`src/rtl/mux_serializer_pkg.sv`:
```
// Shared state encodings, widths and select-index limits for mux_serializer.
// The PAR encoding is reserved even when MUX_SER_PARITY_EN is left undefined.
package mux_serializer_pkg;

  localparam int unsigned WORD_W = 16;
  localparam int unsigned SEL_W  = 4;

  localparam logic [SEL_W-1:0] SEL_MIN = 4'd0;
  localparam logic [SEL_W-1:0] SEL_MAX = 4'd15;

  // Terminal indices for each scan direction
  localparam logic [SEL_W-1:0] SEL_TERM_LSB_FIRST = SEL_MAX;
  localparam logic [SEL_W-1:0] SEL_TERM_MSB_FIRST = SEL_MIN;

  typedef enum logic [1:0] {
    ST_IDLE  = 2'd0,
    ST_SHIFT = 2'd1,
    ST_PAR   = 2'd2
  } ser_state_e;

  function automatic logic [SEL_W-1:0] step_sel(input logic [SEL_W-1:0] sel,
                                                input bit              down);
    return down ? (sel - SEL_W'(1)) : (sel + SEL_W'(1));
  endfunction

endpackage

```
`src/rtl/mux_serializer_mux16x1.sv`:
```
// 16-to-1 bit multiplexer: Y is D bit S.
module mux16x1 (
  input  logic [15:0] D,
  input  logic [3:0]  S,
  output logic        Y
);

  assign Y = D[S];

endmodule

```
`src/rtl/mux_serializer.sv`:
```
// Serializes a 16-bit word through mux16x1 with valid/ready handshaking.
// Optional trailing even-parity bit when MUX_SER_PARITY_EN is defined.
module mux_serializer
  import mux_serializer_pkg::*;
#(
  parameter bit MSB_FIRST = 1'b0
) (
  input  logic        clk,
  input  logic        rst_n,
  input  logic        clear,
  input  logic        load_valid,
  input  logic [15:0] load_data,
  output logic        load_ready,
  output logic [3:0]  sel,
  output logic        ser_out,
  output logic        ser_valid,
  input  logic        ser_ready,
  output logic        busy,
  output logic        done
);

  localparam logic [SEL_W-1:0] SEL_START = MSB_FIRST ? SEL_MAX : SEL_MIN;
  localparam logic [SEL_W-1:0] SEL_TERM  = MSB_FIRST ? SEL_TERM_MSB_FIRST
                                                     : SEL_TERM_LSB_FIRST;

  ser_state_e         state_q, state_d;
  logic [WORD_W-1:0]  word_q,  word_d;
  logic [SEL_W-1:0]   sel_q,   sel_d;
  logic               done_q,  done_d;
  logic               mux_y;

  mux16x1 u_mux (
    .D (word_q),
    .S (sel_q),
    .Y (mux_y)
  );

  always_ff @(posedge clk or negedge rst_n) begin
    if (!rst_n) begin
      state_q <= ST_IDLE;
      word_q  <= '0;
      sel_q   <= '0;
      done_q  <= 1'b0;
    end else begin
      state_q <= state_d;
      word_q  <= word_d;
      sel_q   <= sel_d;
      done_q  <= done_d;
    end
  end

  always_comb begin
    state_d = state_q;
    word_d  = word_q;
    sel_d   = sel_q;
    done_d  = 1'b0;
    if (clear) begin
      state_d = ST_IDLE;
      sel_d   = '0;
    end else begin
      unique case (state_q)
        ST_IDLE: begin
          if (load_valid) begin
            word_d  = load_data;
            sel_d   = SEL_START;
            state_d = ST_SHIFT;
          end
        end
        ST_SHIFT: begin
          if (ser_ready) begin
            // sel stays at the terminal index on exit; it never wraps
            if (sel_q == SEL_TERM) begin
`ifdef MUX_SER_PARITY_EN
              state_d = ST_PAR;
`else
              state_d = ST_IDLE;
              done_d  = 1'b1;
`endif
            end else begin
              sel_d = step_sel(sel_q, MSB_FIRST);
            end
          end
        end
`ifdef MUX_SER_PARITY_EN
        ST_PAR: begin
          if (ser_ready) begin
            state_d = ST_IDLE;
            done_d  = 1'b1;
          end
        end
`endif
        default: state_d = ST_IDLE;
      endcase
    end
  end

  always_comb begin
    ser_out = 1'b0;
    unique case (state_q)
      ST_SHIFT: ser_out = mux_y;
`ifdef MUX_SER_PARITY_EN
      ST_PAR:   ser_out = ^word_q;
`endif
      default:  ser_out = 1'b0;
    endcase
  end

  assign load_ready = (state_q == ST_IDLE);
  assign busy       = (state_q != ST_IDLE);
`ifdef MUX_SER_PARITY_EN
  assign ser_valid  = (state_q == ST_SHIFT) || (state_q == ST_PAR);
`else
  assign ser_valid  = (state_q == ST_SHIFT);
`endif
  assign sel        = sel_q;
  assign done       = done_q;

endmodule

```
`config.mk`:
```
export PLATFORM = sky130hd
export DESIGN_NAME = mux_serializer
export DESIGN_NICKNAME = d
export VERILOG_FILES = /design/src/rtl/mux_serializer_pkg.sv /design/src/rtl/mux_serializer_mux16x1.sv /design/src/rtl/mux_serializer.sv
export SDC_FILE = /design/constraint.sdc
export NUM_CORES = 1
export LEC_CHECK = 0
export ABC_AREA = 1
export BUFFER_PORTS_ARGS = -buffer_cell sky130_fd_sc_hd__buf_2
export CAP_MARGIN = 5
export CORE_UTILIZATION = 56
export CTS_BUF_LIST = sky130_fd_sc_hd__clkbuf_16
export CTS_CLUSTER_SIZE = 16
export DETAILED_ROUTE_END_ITERATION = 16
export HOLD_SLACK_MARGIN = 0.08
export MAX_ROUTING_LAYER = met4
export PLACE_DENSITY = 0.81
export RECOVER_POWER = 25
export SLEW_MARGIN = 10
export SYNTH_ARGS = -nofsm -noshare
export SYNTH_HDL_FRONTEND = slang
export SYNTH_HIERARCHICAL = 1
export SYNTH_SLANG_ARGS = --single-unit
```
`constraint.sdc`:
```
create_clock -name clk -period 2.2 [get_ports clk]
set_clock_uncertainty 0.05 [all_clocks]
set_input_delay 0.44 -clock clk [delete_from_list [all_inputs] [get_ports clk]]
set_output_delay 0.44 -clock clk [all_outputs]
set_load 0.005 [all_outputs]
```
==> results of run 1 <==
power groups by stage:
stage	clock network, mW	logic [mW]	registers (mW)
after floorplan	0	0.238	0.542
after global placement	0	0.315	0.548
after detailed placement	0	0.328	0.553
after CTS	0.513	0.341	0.546
after global routing	0.533	0.386	0.556
final	0.519	0.339	0.548
synthesized netlist by cell type:
cell type / number / area, um2
nand2_4: 2 / 22.5
nand3_1: 31 / 155
o21ai_1: 3 / 15.0
nor2_2: 1 / 6.26
xnor2_1: 1 / 8.76
inv_1: 18 / 67.6
o21bai_1: 1 / 7.51
ha_1: 1 / 12.5
nor3_1: 1 / 5.00
nor2_1: 4 / 15.0
nand2_1: 61 / 229
nand2_2: 8 / 50.1
buf_6: 2 / 22.5
nor2_4: 3 / 33.8
buf_4: 2 / 15.0
nand4_1: 1 / 6.26
inv_8: 1 / 11.3
buf_2: 2 / 10.0
inv_2: 3 / 11.3
dfrtp_1: 22 / 551
path summary, 6_finish.rpt:
| check | startpoint | cells past startpoint | end |
|---|---|---|---|
| setup / recovery | sel[0] | 11 | ser_out |
| hold / removal | rst_n | 1 | word_q[7] |
| setup reg to reg | sel[1] | 6 | sel[0] |
| hold reg to reg | word_q[12] | 2 | word_q[12] |
| max in group asynchronous | rst_n | 1 | sel[0] |
| min in group clk | load_data[4] | 3 | word_q[4] |
cell families after synthesis:
kind of cell / after synthesis
DFF: 22
AOI/OAI and AO/OA: 4
xor gates and xnor gates: 1
adders and majority gates: 1
buffers and inverters: 28
and+or+nand+nor: 112
final cells by class:
type | instances | area, um2
clock inverters | 1 | 30.0
repair buffers | 32 | 166
flip-flops and latches | 22 | 551
inverters | 22 | 90.1
clock buffers | 3 | 75.1
fillers | 166 | 529
multi-input cells | 118 | 567
well taps | 27 | 33.8
sequential cells by signal, indices dropped and copies added (netlist names):
| name | count |
|---|---|
| state_q | 1 |
| sel | 4 |
| word_q | 16 |
| done | 1 |
metal layers:
layer	GRT usage (%)	vias up	share of wire, %
li1	-	581	-
met1	36.3	555	42
met2	49.1	51	50
met3	4.98	10	5.0
met4	14.7	0	2.7
met5	-	-	0
==> metrics.cfg, run 1 <==
[status]
status = finished, final reports clean

[routing]
routed_wl_um = 3000
vias = 1197
vias_per_cell = 5.32
wl_per_cell_um = 13.3
postRouteAntennaNets = 0
dr.pass1.iters = 4
drt_iter0_markers = 59
drcViolationCount = 0

[clock_tree]
cts-buffers-inserted = 3
clk_pin_slew_ns = 0.06
htreeDepth = 1
ctsHoldBuffers = 0
cts_setup_buffers = 0
clk_latency_ns = 0.26
cts-root-to-sink-buffers = 2
cts_tree = built
root_buffer = clkbuf_16
clock_sinks = 22
cts_resized = 0

[yosys]
synthDistinctLibCells = 20
synth-seq-area-share_pct = 43.9
synthAdderAreaFrac_pct = 0.997
synth_top_family_by_area = simple AND/OR/NAND/NOR gates
netlist_instances = 168
synth_compound_area_share_pct = 1.79
synthesis.nets = 190
postSynthAreaPerCell_um2 = 7.47
synthSimpleGateAreaFrac_pct = 41.7
yosys_warnings = 6
synth.area.mux_share_pct = 0
synth_seq_cells = 22
synthXorXnorAreaFrac_pct = 0.698
syn-cell-area_um2 = 1250

[grt]
grt_pass1_wl_um = 5400
grt.overflow.total = 0
grt_pass1_vias = 1217
antenna_found_initial = 0
track_usage_pct = 30.3
grt_max_degree = 23

[cells_and_area]
antennaDiodeCount = 0
finalNonFillerCells = 225
final_area_um2 = 1510
final_core_util_pct = 74.1
drive_gt1_share_pct = 26.8
mostFrequentLayoutCell = nand2_1
fin_nets = 221
layout_common_cells = 61 x nand2_1, 31 x nand3_1, 28 x buf_2, 22 x dfrtp_1, 18 x inv_1
syn2layout_area_growth_pct = 20.5

[floorplan]
die_w_um = 49.3
boundaryPins = 30
rows = 16
coreArea_um2 = 2040
die_h_um = 49.3
dieArea_um2 = 2430
initial_core_util_pct = 61.5

[placement]
placed_cell_area_um2 = 1410
numPortBuffers = 29
dp_cells = 221
place_congestion = 0.918
preCtsSetupSlack_ns = 0.492
hpwl_um = 2040

[critical_path]
path_cells = buf_4 -> inv_8 -> nand2_2 -> nand2_1 -> nand2_1 -> nand3_1 -> nand3_1 -> nand2_1 -> nand2_1 -> inv_1 -> buf_2
crit_fanout = 8
cp_top_family = simple AND/OR/NAND/NOR gates
cp_common_cell = nand2_1
slowest_delay_ns = 0.40
required_ns = 1.71
cp_num_buf_inv = 4
regToRegSetupSlack_ns = 0.64
crit_type = flip-flop to primary output
start_kind = flip-flop
arrival_ns = 1.61
cp_slowest_cell = dfrtp_1
cp-end-kind = primary output

[power_and_ir_drop]
finalPower_mw = 1.41
peakVddDrop_uv = 604
p_leak_nw = 0.866
p_seq_share_pct = 39.0
cellInternalPower_uw = 980
pwr-share-comb_pct = 24.1
clockPowerShare_pct = 36.9
net-switching-power_uw = 426
p_per_area_nw_per_um2 = 929
switching_share_pct = 30.3

[worst_hold_path]
worstHoldPathType = primary input to asynchronous set/reset pin

[timing]
max_freq_mhz = 476
fin_setup_tns_ns = 0
finalSetupViolCount = 0
hold_violations = 0
fin_crit_sh_pct = 95.5
finalMaxSlewViolations = 0
fin_hold_ws_ns = 0.352
rsz0062_at_grt = no
tightest_slew_ns = 1.19
timing.final.ws_setup_ns = 0.0999
period_minus_slack_ns = 2.10
slew_headroom_pct = 20.8

[flow_run]
maxCapViolations = 0

No activity file was read; power rests on OpenSTA's default activity.
==> inputs of run 2 (changes only) <==
--- a/config.mk
+++ b/config.mk
@@ -8,6 +8,7 @@
 export ABC_AREA = 1
 export BUFFER_PORTS_ARGS = -buffer_cell sky130_fd_sc_hd__buf_2
 export CAP_MARGIN = 5
+export CORE_ASPECT_RATIO = 0.6
 export CORE_UTILIZATION = 56
 export CTS_BUF_LIST = sky130_fd_sc_hd__clkbuf_16
 export CTS_CLUSTER_SIZE = 16
==> run 2 against run 1 <==
Against the previous run: final cell count shrank 0.44%; utilization grew 0.29 points; sequential power grew 3%; combinational power shrank 9.7%; non-clock buffer count shrank 2; setup slack gained 0.089 ns; register-to-register slack lost 0.06 ns; total power shrank 11%; routed wire length shrank 3.3%; flip-flop and latch count is the same; clock power shrank 27%; maximum frequency grew 4.4%.
==> metrics.cfg, run 2 (synthesis gave the netlist of run 1 again) <==
[cells_and_area]
drive_gt1_share_pct = 26.0
layout_common_cells = 61 x nand2_1, 31 x nand3_1, 28 x buf_2, 21 x dfrtp_1, 18 x inv_1
finalNonFillerCells = 224
syn2layout_area_growth_pct = 17.4
max_flop_register = word_q
final_core_util_pct = 74.4
fin_nets = 219
antennaDiodeCount = 0
largest_reg_flops = 16
mostFrequentLayoutCell = nand2_1

[power_and_ir_drop]
peakVddDrop_uv = 516
p_leak_nw = 0.841
pwr-share-comb_pct = 24.4
finalPower_mw = 1.25
clockPowerShare_pct = 30.4
switching_share_pct = 32.0
net-switching-power_uw = 401
p_per_area_nw_per_um2 = 851
cellInternalPower_uw = 853
p_seq_share_pct = 45.3

[placement]
hpwl_um = 2020
dp_cells = 220
numPortBuffers = 29
place_congestion = 0.846

[critical_path]
path_cells = inv_8 -> nand2_1 -> nand3_1 -> nand3_1 -> nand3_1 -> nand2_1 -> nand2_1 -> inv_1 -> buf_2
crit_start = sel[0]
crit_fanout = 15
start_kind = flip-flop
r2r-end = sel[3]
cp_num_buf_inv = 3
slowest_delay_ns = 0.55
path_depth = 9
cp_slowest_cell = dfrtp_2
required_ns = 1.71
regToRegSetupSlack_ns = 0.58
r2r_cells = 6
crit_type = flip-flop to primary output
cp_top_family = flip-flops
r2r_start = sel[0]
arrival_ns = 1.52
cp-end-kind = primary output

[routing]
vias = 1163
drcViolationCount = 0
postRouteAntennaNets = 0
wl_met1_um = 1250
dr.pass1.iters = 4
met2_length_um = 1420
drt_iter0_markers = 84
wl_per_cell_um = 12.9
met3_length_um = 215
routed_wl_um = 2900
top_layer = met4
vias_per_cell = 5.19

[floorplan]
rows = 12
coreArea_um2 = 1980
initial_core_util_pct = 63.3
boundaryPins = 30
die_w_um = 63.1
die_h_um = 38.7
dieArea_um2 = 2440

[timing]
max_freq_mhz = 497
tightest_slew_ns = 1.17
fin_crit_sh_pct = 91.4
fin_setup_tns_ns = 0
fin_hold_ws_ns = 0.354
period_minus_slack_ns = 2.01
finalMaxSlewViolations = 0
rsz0062_at_grt = no
finalSetupViolCount = 0
slew_headroom_pct = 21.9
hold_violations = 0

[clock_tree]
cts_tree = built
cts_setup_buffers = 0
root_buffer = clkbuf_16
clock_sinks = 22
cts-buffers-inserted = 3
clk_latency_ns = 0.25
clk_pin_slew_ns = 0.06
htreeDepth = 1
cts-root-to-sink-buffers = 2

[grt]
antenna_found_initial = 0
grt_pass1_vias = 1062
grt_max_degree = 23
grt_pass1_wl_um = 4880
grt.overflow.total = 0
track_usage_pct = 28.9

[flow_run]
maxCapViolations = 0

[status]
status = finished, final reports clean

[worst_hold_path]
worstHoldPathType = primary input to asynchronous set/reset pin

==> run 2: changes by cell type in the layout (fill, tap and decap cells not counted), sizes merged <==
cell / previous run / this run
buf: 31 / 29
bufinv: 1 / 0
clkinv: 0 / 1
==> run 2: per-layer routing <==
metal | vias up | GRT usage [%]
li1 | 575 | -
met1 | 536 | 34.5
met2 | 50 | 49.2
met3 | 2 | 7.06
met4 | 0 | 10.5
met5 | - | -
==> run 2: repair_timing <==
item,4_1_cts,5_1_grt
resized for setup,0,1
setup endpoints to repair,0,1
hold buffers,0,0
==> run 2: layout make-up <==
type / count / area, um2
clock buffers: 3 / 75.1
clock inverters: 1 / 3.75
fillers: 157 / 508
inverters: 22 / 90.1
multi-input cells: 118 / 567
flip-flops and latches: 22 / 552
well taps: 28 / 35.0
repair buffers: 30 / 151
==> run 2: how the worst max path moves through the flow <==
stage,to
after floorplan,ser_out
after global placement,ser_out
after detailed placement,ser_out
after CTS,ser_out
after global routing,ser_out
final,ser_out
==> run 2: worst register-to-register path: cells and delay by family, from the launching register on <==
kind                     cells  cell delay [ns]
adder cells (fa/ha/maj)      1             0.26
flip-flops                   1             0.55
AND/OR/NAND/NOR              5             0.65
==> run 2: per-stage QoR <==
stage                     setup WS, ns  instance area [um2]
after floorplan                  0.638                 1250
after global placement           0.415                 1400
after detailed placement         0.366                 1400
after CTS                       0.0764                 1470
after global routing            0.0603                 1470
final                            0.189                 1470
==> run 2: power by group through the flow <==
stage,combinational (mW),clock (mW),sequential [mW]
after floorplan,0.238,0,0.542
after CTS,0.305,0.386,0.565
after detailed placement,0.302,0,0.569
after global routing,0.356,0.401,0.576
after global placement,0.286,0,0.564
final,0.306,0.381,0.567
==> inputs of run 3 (changes only) <==
--- a/config.mk
+++ b/config.mk
@@ -17,6 +17,7 @@
 export MAX_ROUTING_LAYER = met4
 export PLACE_DENSITY = 0.81
 export RECOVER_POWER = 25
+export REMOVE_ABC_BUFFERS = 1
 export SLEW_MARGIN = 10
 export SYNTH_ARGS = -nofsm -noshare
 export SYNTH_HDL_FRONTEND = slang
==> run 3 against run 2 <==
Against the previous run: hold slack worse by 0.0074 ns; critical path depth unchanged; sequential power about the same; flip-flop and latch count unchanged; routed wire length down 4.2%; clock-buffer cell count unchanged; clock power up 33%; final cell count down 0.45%; non-clock buffer count down 1; via count down 1.5%; largest cell class unchanged.
==> metrics.cfg, run 3 (synthesis gave the netlist of run 1 again) <==
[status]
status = finished, final reports clean

[grt]
track_usage_pct = 27.8
grt_max_degree = 23
antenna_found_initial = 0
grt_pass1_vias = 1021
grt.overflow.total = 0
grt_pass1_wl_um = 4860

[power_and_ir_drop]
switching_share_pct = 29.8
peakVddDrop_uv = 579
cellInternalPower_uw = 968
pwr-share-comb_pct = 22.4
clockPowerShare_pct = 36.8
p_per_area_nw_per_um2 = 924
p_seq_share_pct = 40.9
net-switching-power_uw = 410
p_leak_nw = 0.849

[routing]
drt_iter0_markers = 95
dr.pass1.iters = 4
vias_per_cell = 5.14
postRouteAntennaNets = 0
wl_per_cell_um = 12.5
vias = 1146
routed_wl_um = 2780
drcViolationCount = 0

[timing]
period_minus_slack_ns = 1.99
rsz0062_at_grt = no
max_freq_mhz = 502
finalMaxSlewViolations = 0
fin_setup_tns_ns = 0
fin_crit_sh_pct = 90.6
slew_headroom_pct = 22.6
timing.final.ws_setup_ns = 0.207
hold_violations = 0
tightest_slew_ns = 1.16
finalSetupViolCount = 0

[clock_tree]
clock_sinks = 22
htreeDepth = 1
cts_setup_buffers = 0
root_buffer = clkbuf_16
clk_pin_slew_ns = 0.06
cts-root-to-sink-buffers = 2
clk_latency_ns = 0.26
cts_tree = built
cts-buffers-inserted = 3

[critical_path]
crit_type = flip-flop to primary output
required_ns = 1.71
cp-end-kind = primary output
r2r_cells = 6
crit_fanout = 15
r2r_start = sel[0]
r2r-end = sel[3]
regToRegSetupSlack_ns = 0.65
arrival_ns = 1.50
start_kind = flip-flop

[floorplan]
boundaryPins = 30
dieArea_um2 = 2440
coreArea_um2 = 1980
die_w_um = 63.1
initial_core_util_pct = 63.3
die_h_um = 38.7
rows = 12

[cells_and_area]
syn2layout_area_growth_pct = 18.9
mostFrequentLayoutCell = nand2_1
antennaDiodeCount = 0
layout_common_cells = 61 x nand2_1, 31 x nand3_1, 28 x buf_2, 21 x dfrtp_1, 18 x inv_1
nFillCells = 151
fin_nets = 218
drive_gt1_share_pct = 26.2
final_core_util_pct = 75.3
largest_reg_flops = 16
max_flop_register = word_q

[flow_run]
maxCapViolations = 0

[placement]
numPortBuffers = 29
hpwl_um = 2000
place_congestion = 0.872
preCtsSetupSlack_ns = 0.359

[worst_hold_path]
worstHoldPathType = primary input to asynchronous set/reset pin

## run 3: cell types whose count changed in the layout (fill, tap and decap cells not counted), sizes merged
cell and change:
bufinv +1, clkinv -1, buf -1
## run 3: metal layers
| metal | routed length, um | global-route usage, % | part of all wire (%) |
|---|---|---|---|
| met1 | 1330 | 37.2 | 48 |
| met2 | 1280 | 44.4 | 46 |
| met3 | 151 | 7.06 | 5.4 |
| met4 | 10 | 3.49 | 0.36 |
| met5 | 0 | - | 0 |
## run 3: final cells by class
cell class,instances,area [um2],area share [%]
multi-input cells,118,567,38.0
flip-flops and latches,22,552,37.0
repair buffers,29,144,9.64
inverters,22,90.1,6.04
clock buffers,3,75.1,5.03
well taps,28,35.0,2.35
clock inverters,1,30.0,2.01
## run 3: worst max-delay path, stage by stage (launching register included)
cell     delay [ns]
dfrtp_2        0.52
inv_8          0.12
nand2_1        0.08
nand3_1        0.08
nand3_1        0.08
nand3_1        0.09
nand2_1        0.05
nand2_1        0.06
inv_1          0.04
buf_2          0.11
## run 3: worst max path at each step
| stage | slack (ns) | from | to | cells past startpoint |
|---|---|---|---|---|
| 3_3_place_gp | 0.43 | sel[0] | ser_out | 9 |
| 4_1_cts | 0.06 | sel[0] | ser_out | 9 |
| 3_5_place_dp | 0.36 | sel[0] | ser_out | 9 |
| 2_1_floorplan | 0.59 | sel[0] | ser_out | 8 |
| 6_report | 0.21 | sel[0] | ser_out | 9 |
| 5_1_grt | 0.08 | sel[0] | ser_out | 9 |
## run 3: repair_timing
| action | in CTS | in global routing |
|---|---|---|
| resized for setup | 0 | 1 |
| hold buffers | 0 | 0 |
| setup endpoints to repair | 0 | 1 |
## run 3: power groups by stage
stage / logic [mW] / clock network, mW / registers, mW
2_1_floorplan: 0.206 / 0 / 0.551
5_1_grt: 0.354 / 0.535 / 0.576
6_report: 0.308 / 0.507 / 0.564
4_1_cts: 0.309 / 0.510 / 0.561
3_3_place_gp: 0.287 / 0 / 0.563
3_5_place_dp: 0.305 / 0 / 0.565
## run 3: stage by stage
| stage | power, mW | hold WS [ns] | instances | cell area (um2) |
|---|---|---|---|---|
| finish | 1.38 | 0.347 | 223 | 1490 |
| global route | 1.47 | 0.372 | 223 | 1490 |
| CTS | 1.38 | 0.109 | 223 | 1490 |
| detailed placement | 0.870 | 0.384 | 219 | 1390 |
| global placement | 0.850 | 0.375 | 219 | 1390 |
| floorplan | 0.756 | 0.0944 | 162 | 1210 |
